## src/rtl/paddle_pkg.sv

```systemverilog
//==============================================================================
// Module      : paddle_pkg
// Description : Shared sprite geometry defaults, palette table and the
//               constant-coefficient multiply used for sprite RAM addressing.
// Revision    : 1.0 - initial release
//==============================================================================
`default_nettype none

package paddle_pkg;

    localparam int c_SPR_W_DEFAULT = 200;
    localparam int c_SPR_H_DEFAULT = 150;

    typedef logic [1:0] pal_idx_t;

    // Index 0 is the transparent colour; its RGB entry is never shown.
    localparam logic [23:0] c_PALETTE [4] = '{
        24'h000000,
        24'hFFFFFF,
        24'hFF0000,
        24'h0000FF
    };

    // Multiply by an elaboration-time constant as a sum of shifted copies.
    function automatic logic [31:0] mul_const(input logic [9:0] v, input int coef);
        logic [31:0] acc;
        acc = '0;
        for (int i = 0; i < 16; i++) begin
            if (coef[i]) begin
                acc = acc + ({22'd0, v} << i);
            end
        end
        return acc;
    endfunction

endpackage

`default_nettype wire

```

## src/rtl/sprite_palette_decode.sv

```systemverilog
//==============================================================================
// Module      : sprite_palette_decode
// Description : Combinational palette index to 24-bit RGB and opacity decode.
// Revision    : 1.0 - initial release
//==============================================================================
`default_nettype none

module sprite_palette_decode
    import paddle_pkg::*;
(
    input  logic [1:0]  i_idx,
    output logic [23:0] o_rgb,
    output logic        o_opaque
);

    pal_idx_t w_idx;

    assign w_idx    = pal_idx_t'(i_idx);
    assign o_rgb    = c_PALETTE[w_idx];
    assign o_opaque = (w_idx != 2'd0);

endmodule

`default_nettype wire

```

## src/rtl/paddle_sprite_renderer.sv

```systemverilog
//==============================================================================
// Module      : paddle_sprite_renderer
// Description : Raster-to-sprite-RAM addressing, RAM latency realignment and
//               palette decode, with paddle position latched at frame start.
// Revision    : 1.0 - initial release
//==============================================================================
`default_nettype none

module paddle_sprite_renderer
    import paddle_pkg::*;
#(
    parameter int SPR_W  = c_SPR_W_DEFAULT,
    parameter int SPR_H  = c_SPR_H_DEFAULT,
    parameter int ADDR_W = 19
) (
    input  logic              Clk,
    input  logic              Reset_n,
    input  logic [9:0]        DrawX,
    input  logic [9:0]        DrawY,
    input  logic              pix_valid,
    input  logic              frame_start,
    input  logic [9:0]        PaddleX,
    input  logic [9:0]        PaddleY,
    input  logic              paddle_en,
    input  logic [1:0]        ram_data,
    output logic [ADDR_W-1:0] ram_addr,
    output logic [7:0]        Red,
    output logic [7:0]        Green,
    output logic [7:0]        Blue,
    output logic              sprite_hit,
    output logic              out_valid
);

    logic [9:0]        r_pos_x;
    logic [9:0]        r_pos_y;
    logic              r_en;

    logic [10:0]       w_rel_x;
    logic [10:0]       w_rel_y;
    logic              w_in_box;
    logic [ADDR_W-1:0] w_addr;

    logic [ADDR_W-1:0] r_ram_addr;
    logic              r_hit1;
    logic              r_v1;
    logic              r_hit2;
    logic              r_v2;

    logic [23:0]       w_rgb;
    logic              w_opaque;
    logic [23:0]       r_rgb;
    logic              r_hit3;
    logic              r_v3;

    // Shadow position: only frame_start may move the paddle, so no tearing.
    always_ff @(posedge Clk or negedge Reset_n) begin
        if (!Reset_n) begin
            r_pos_x <= '0;
            r_pos_y <= '0;
            r_en    <= 1'b0;
        end else if (frame_start) begin
            r_pos_x <= PaddleX;
            r_pos_y <= PaddleY;
            r_en    <= paddle_en;
        end
    end

    // 11-bit signed offsets keep a paddle near the right edge from wrapping.
    assign w_rel_x  = {1'b0, DrawX} - {1'b0, r_pos_x};
    assign w_rel_y  = {1'b0, DrawY} - {1'b0, r_pos_y};
    assign w_in_box = pix_valid & r_en
                    & ~w_rel_x[10] & (w_rel_x < 11'(SPR_W))
                    & ~w_rel_y[10] & (w_rel_y < 11'(SPR_H));
    assign w_addr   = ADDR_W'(mul_const(w_rel_y[9:0], SPR_W) + {22'd0, w_rel_x[9:0]});

    always_ff @(posedge Clk or negedge Reset_n) begin
        if (!Reset_n) begin
            r_ram_addr <= '0;
            r_hit1     <= 1'b0;
            r_v1       <= 1'b0;
            r_hit2     <= 1'b0;
            r_v2       <= 1'b0;
        end else begin
            // Address holds outside the box to avoid needless RAM toggling.
            if (w_in_box) begin
                r_ram_addr <= w_addr;
            end
            r_hit1 <= w_in_box;
            r_v1   <= pix_valid;
            r_hit2 <= r_hit1;
            r_v2   <= r_v1;
        end
    end

    sprite_palette_decode u_palette (
        .i_idx    (ram_data),
        .o_rgb    (w_rgb),
        .o_opaque (w_opaque)
    );

    always_ff @(posedge Clk or negedge Reset_n) begin
        if (!Reset_n) begin
            r_rgb  <= '0;
            r_hit3 <= 1'b0;
            r_v3   <= 1'b0;
        end else begin
            r_hit3 <= r_hit2 & w_opaque;
            r_v3   <= r_v2;
            r_rgb  <= (r_hit2 & w_opaque) ? w_rgb : 24'h000000;
        end
    end

    assign ram_addr   = r_ram_addr;
    assign Red        = r_rgb[23:16];
    assign Green      = r_rgb[15:8];
    assign Blue       = r_rgb[7:0];
    assign sprite_hit = r_hit3;
    assign out_valid  = r_v3;

endmodule

`default_nettype wire
```

## config.mk

```make
export PLATFORM = sky130hd
export DESIGN_NAME = paddle_sprite_renderer
export DESIGN_NICKNAME = d
export VERILOG_FILES = /design/src/rtl/paddle_pkg.sv /design/src/rtl/sprite_palette_decode.sv /design/src/rtl/paddle_sprite_renderer.sv
export SDC_FILE = /design/constraint.sdc
export NUM_CORES = 1
export LEC_CHECK = 0
export CAP_MARGIN = 20
export CORE_MARGIN = 8
export CORE_UTILIZATION = 30
export CTS_BUF_LIST = sky130_fd_sc_hd__clkbuf_2 sky130_fd_sc_hd__clkbuf_4 sky130_fd_sc_hd__clkbuf_8
export CTS_CLUSTER_DIAMETER = 30
export DETAILED_ROUTE_END_ITERATION = 8
export HOLD_SLACK_MARGIN = 0.15
export PLACE_DENSITY = 0.5
export SETUP_SLACK_MARGIN = 0.05
export SYNTH_ARGS = -nofsm -noshare
export SYNTH_HDL_FRONTEND = slang
export SYNTH_SLANG_ARGS = --single-unit
```

## constraint.sdc

```tcl
create_clock -name Clk -period 7.7 [get_ports Clk]
set_input_delay 1.155 -clock Clk [delete_from_list [all_inputs] [get_ports Clk]]
set_output_delay 1.155 -clock Clk [all_outputs]
set_load 0.05 [all_outputs]
```

==> flow_metrics.tcl <==
set metrics [dict create \
    core_ar_um2 13200 \
    postSynthAreaPerCell_um2 9.91 \
    detailed_place.area_um2 4980 \
    hold_ws_ps 354 \
    vias 2947 \
    synthDominantAreaCellType "sky130_fd_sc_hd__dfrtp_1" \
    post_synth_inst_count 409 \
    synth_seq_cells 49 \
    detailedRoute.firstPassIterationCount 4 \
    cts.reportedPaths.clkPinSlew_ps 100 \
    post_cts_resize_count 0 \
    amount_of_wire_on_met2_after_detailed_routing_um 3970 \
    design.portCount 92 \
    drt.antenna.violating_nets 0 \
    final-hold-violation-count 0 \
    yosys.cell_types.count 44 \
    critical_setup_path_class "primary input to flop" \
    timing.fmax_ghz 0.178 \
    via_count_of_the_first_global_routing_pass 3144 \
    min-delay-start "r_hit1$_DFF_PN0_" \
    initialDrtViolationCount 57 \
    post_synth_instance_area_um2 4060 \
    floorplan.die_area_um2 17500 \
    ys_async_sr_fraction 1.00 \
    insertedDiodeCount 0 \
    synth_seq_area_share 0.302 \
    result_of_the_run "completed" \
    setup_viol 0 \
    place_worst_setup_slack_ps 1760 \
    worstReg2RegStart "r_pos_x[1]$_DFFE_PN0P_" \
    max_slew_margin 0.479 \
    max-cap-violations 0 \
    max-vdd-ir-drop_v 0.000127 \
    unrepaired_setup_endpoints_after_global_routing "no" \
    min_delay_worst_endpoint "r_hit2$_DFF_PN0_" \
    reg2reg_slack_ps 3040 \
    fin_tns_setup_ps 0 \
    met1Wirelength_um 4170 \
    routed.top_layer "met4" \
    timing.critical_path.to_type "flop" \
    number_of_antenna_violations_at_the_first_check_in_global_routing 0 \
    cts-buffers-inserted 5 \
    cts_max_level 2 \
    start_util 0.306 \
    area_growth_pct 25.5 \
    fillers 1380 \
    worstPathRequired_ps 7960 \
    power-per-cell-area_nw_per_um2 319 \
    cts_tree "yes" \
    timing.critical_path.slowest_cell_delay_ps 510 \
    min_path_cells 0 \
    worst_r2r_endpoint "ram_addr[17]$_DFFE_PN0P_" \
    grt_start_max_net_pins 50 \
    r2r.worst_path.cells 18 \
    worst_slew_pin_slew_ps 777 \
    placement.io_buffers 91 \
    post_synth_main_area_contributors "sky130_fd_sc_hd__dfrtp_1 30%, sky130_fd_sc_hd__ha_1 17%, sky130_fd_sc_hd__mux2_4 6.7%, sky130_fd_sc_hd__fa_1 6.4%, sky130_fd_sc_hd__inv_1 4.9%" \
    groute.usage.overall 0.104 \
    postLayoutSetupSlackWorst_ps 2100 \
    start_kind "primary input" \
    root_driver "sky130_fd_sc_hd__clkbuf_8" \
    worstPathArrival_ps 5860 \
    worst_hold_path_type "flop to flop" \
    cp_max_fo 5 \
    place.detailed.hpwl_um 7200 \
    placement_rows 42 \
    die_y_um 132 \
    cts_hold_buf 0 \
    synth_top_flop_cell "sky130_fd_sc_hd__dfrtp_1" \
    clk_latency_ps 310 \
    crit_path_cell_trace "clkdlybuf4s50_1, inv_1, ha_1, nand2b_1, a211oi_2, a21boi_1, o21a_1, a211oi_1, fa_1, fa_1, inv_1, ha_1, and3_1, a22oi_1, a21oi_1, a31oi_1, nor2_1, a211oi_1, mux2_4" \
    design_area_um2 5090 \
    die_w_um 132 \
    cts_sinks 49 \
    gpl.final_weighted_congestion 0.801 \
    vias_per_cell 4.48 \
    critPathSlowestCell "sky130_fd_sc_hd__fa_1" \
    grt_remaining_overflow 0 \
    synth_fp_nets 524 \
    wire_per_inst_um 13.2 \
    fin_nets 597 \
    detail_route.drc_violations 0 \
    finalWorstPathRequiredPeriod_ps 5600 \
    grt_pass1_wl_um 15200 \
    synth_warnings 0 \
    post_cts_buffers 0 \
    synth.top_cell.area_share 0.302 \
    leakagePower_nw 2.39 \
    post-route-period-util 0.728 \
    synth_edf_count 0 \
    route.final.wire_length_um 8710 \
    drive_gt1_frac 0.0768 \
    met3_length_um 455 \
    slew_viol_final 0 \
    clock-skew-final_ps 8.45 \
    cts_buffer_depth 2 \
]
-- kinds of logic after synthesis --
logic type | Yosys count | share of synthesized area
XOR/XNOR | 21 | 0.0454
AND/OR/NAND/NOR | 77 | 0.0941
adder cells (fa/ha/maj) | 68 | 0.234
AO/OA/AOI/OAI | 90 | 0.140
multiplexers | 24 | 0.0824
flip-flops | 49 | 0.302
buffers and inverters | 80 | 0.102
-- worst max-delay path by stage --
stage | from | to | slack, ps
after floorplan | DrawX[0] | ram_addr[18]$_DFFE_PN0P_ | 2550
after global placement | DrawX[0] | ram_addr[17]$_DFFE_PN0P_ | 1830
after detailed placement | DrawX[1] | ram_addr[17]$_DFFE_PN0P_ | 1760
after CTS | DrawX[1] | ram_addr[17]$_DFFE_PN0P_ | 2100
after global routing | DrawX[0] | ram_addr[17]$_DFFE_PN0P_ | 1660
final | DrawX[0] | ram_addr[17]$_DFFE_PN0P_ | 2100
-- flip-flops by register name, indices dropped and copies added, names as in the netlist, 3 cells and up --
signal / count
r_rgb: 3
r_pos_x: 10
ram_addr: 19
r_pos_y: 10
-- layer usage --
layer,vias up,global-route usage
met5,-,0
met4,0,0.0328
met3,6,0.0271
li1,1517,-
met1,1355,0.131
met2,69,0.170
-- layout make-up --
| class | instances | area [um2] | share of cell area |
|---|---|---|---|
| Clock buffer | 5 | 68.8 | 0.0135 |
| Clock inverter | 2 | 35.0 | 0.00689 |
| Inverter | 53 | 199 | 0.0391 |
| Multi-Input combinational cell | 280 | 2420 | 0.475 |
| Sequential cell | 49 | 1230 | 0.241 |
| Tap cell | 176 | 220 | 0.0433 |
| Timing Repair Buffer | 93 | 921 | 0.181 |
-- layout by cell type (no fill, tap or decap), types with 6 or more instances in the layout --
cell,count
sky130_fd_sc_hd__fa_1,13
sky130_fd_sc_hd__xnor2_1,12
sky130_fd_sc_hd__mux2_4,18
sky130_fd_sc_hd__a21o_1,9
sky130_fd_sc_hd__inv_1,53
sky130_fd_sc_hd__a21oi_1,19
sky130_fd_sc_hd__clkdlybuf4s50_1,90
sky130_fd_sc_hd__nor2_1,21
sky130_fd_sc_hd__dfrtp_1,49
sky130_fd_sc_hd__xor2_1,9
sky130_fd_sc_hd__ha_1,55
sky130_fd_sc_hd__nor3_1,8
sky130_fd_sc_hd__nor2b_1,6
sky130_fd_sc_hd__o21ai_0,27
sky130_fd_sc_hd__nand2_1,23
-- synthesized netlist by cell type, drive strengths merged, types with 2 or more instances --
library cell  number
nor2b              6
dfrtp             49
nor2              21
mux2i              3
o31a               4
o21a               5
xor2               9
a21o               9
ha                55
a211oi             6
fa                13
o21bai             2
a21oi             20
and3               3
a31oi              4
inv               53
mux2              21
buf               23
or4                2
clkbuf             4
nand2b             5
xnor2             12
o211ai             4
nor3               8
o21ai             31
nand2             23
nand3              2
and2               3
-- through the flow --
stage	util	cells	total power, W
2_1_floorplan	-	409	0.00120
3_3_place_gp	0.376	651	0.00145
3_5_place_dp	0.376	651	0.00146
4_1_cts	0.384	658	0.00166
5_1_grt	0.384	658	0.00181
6_report	0.384	658	0.00162
-- power breakdown --
part	internal [W]	total, W	switching [W]
clock	0.0000946	0.000183	0.0000887
sequential	0.000295	0.000315	0.0000201
combinational	0.000500	0.00112	0.000623
total	0.000889	0.00162	0.000732
-- worst max-delay path, delay by kind of cell --
kind,cells,cell delay [ps]
AO/OA/AOI/OAI,8,1950
adder cells (fa/ha/maj),4,1560
buffers and inverters,3,550
multiplexers,1,180
AND/OR/NAND/NOR,3,470
Note: power is estimated with default switching activity, not from simulation.
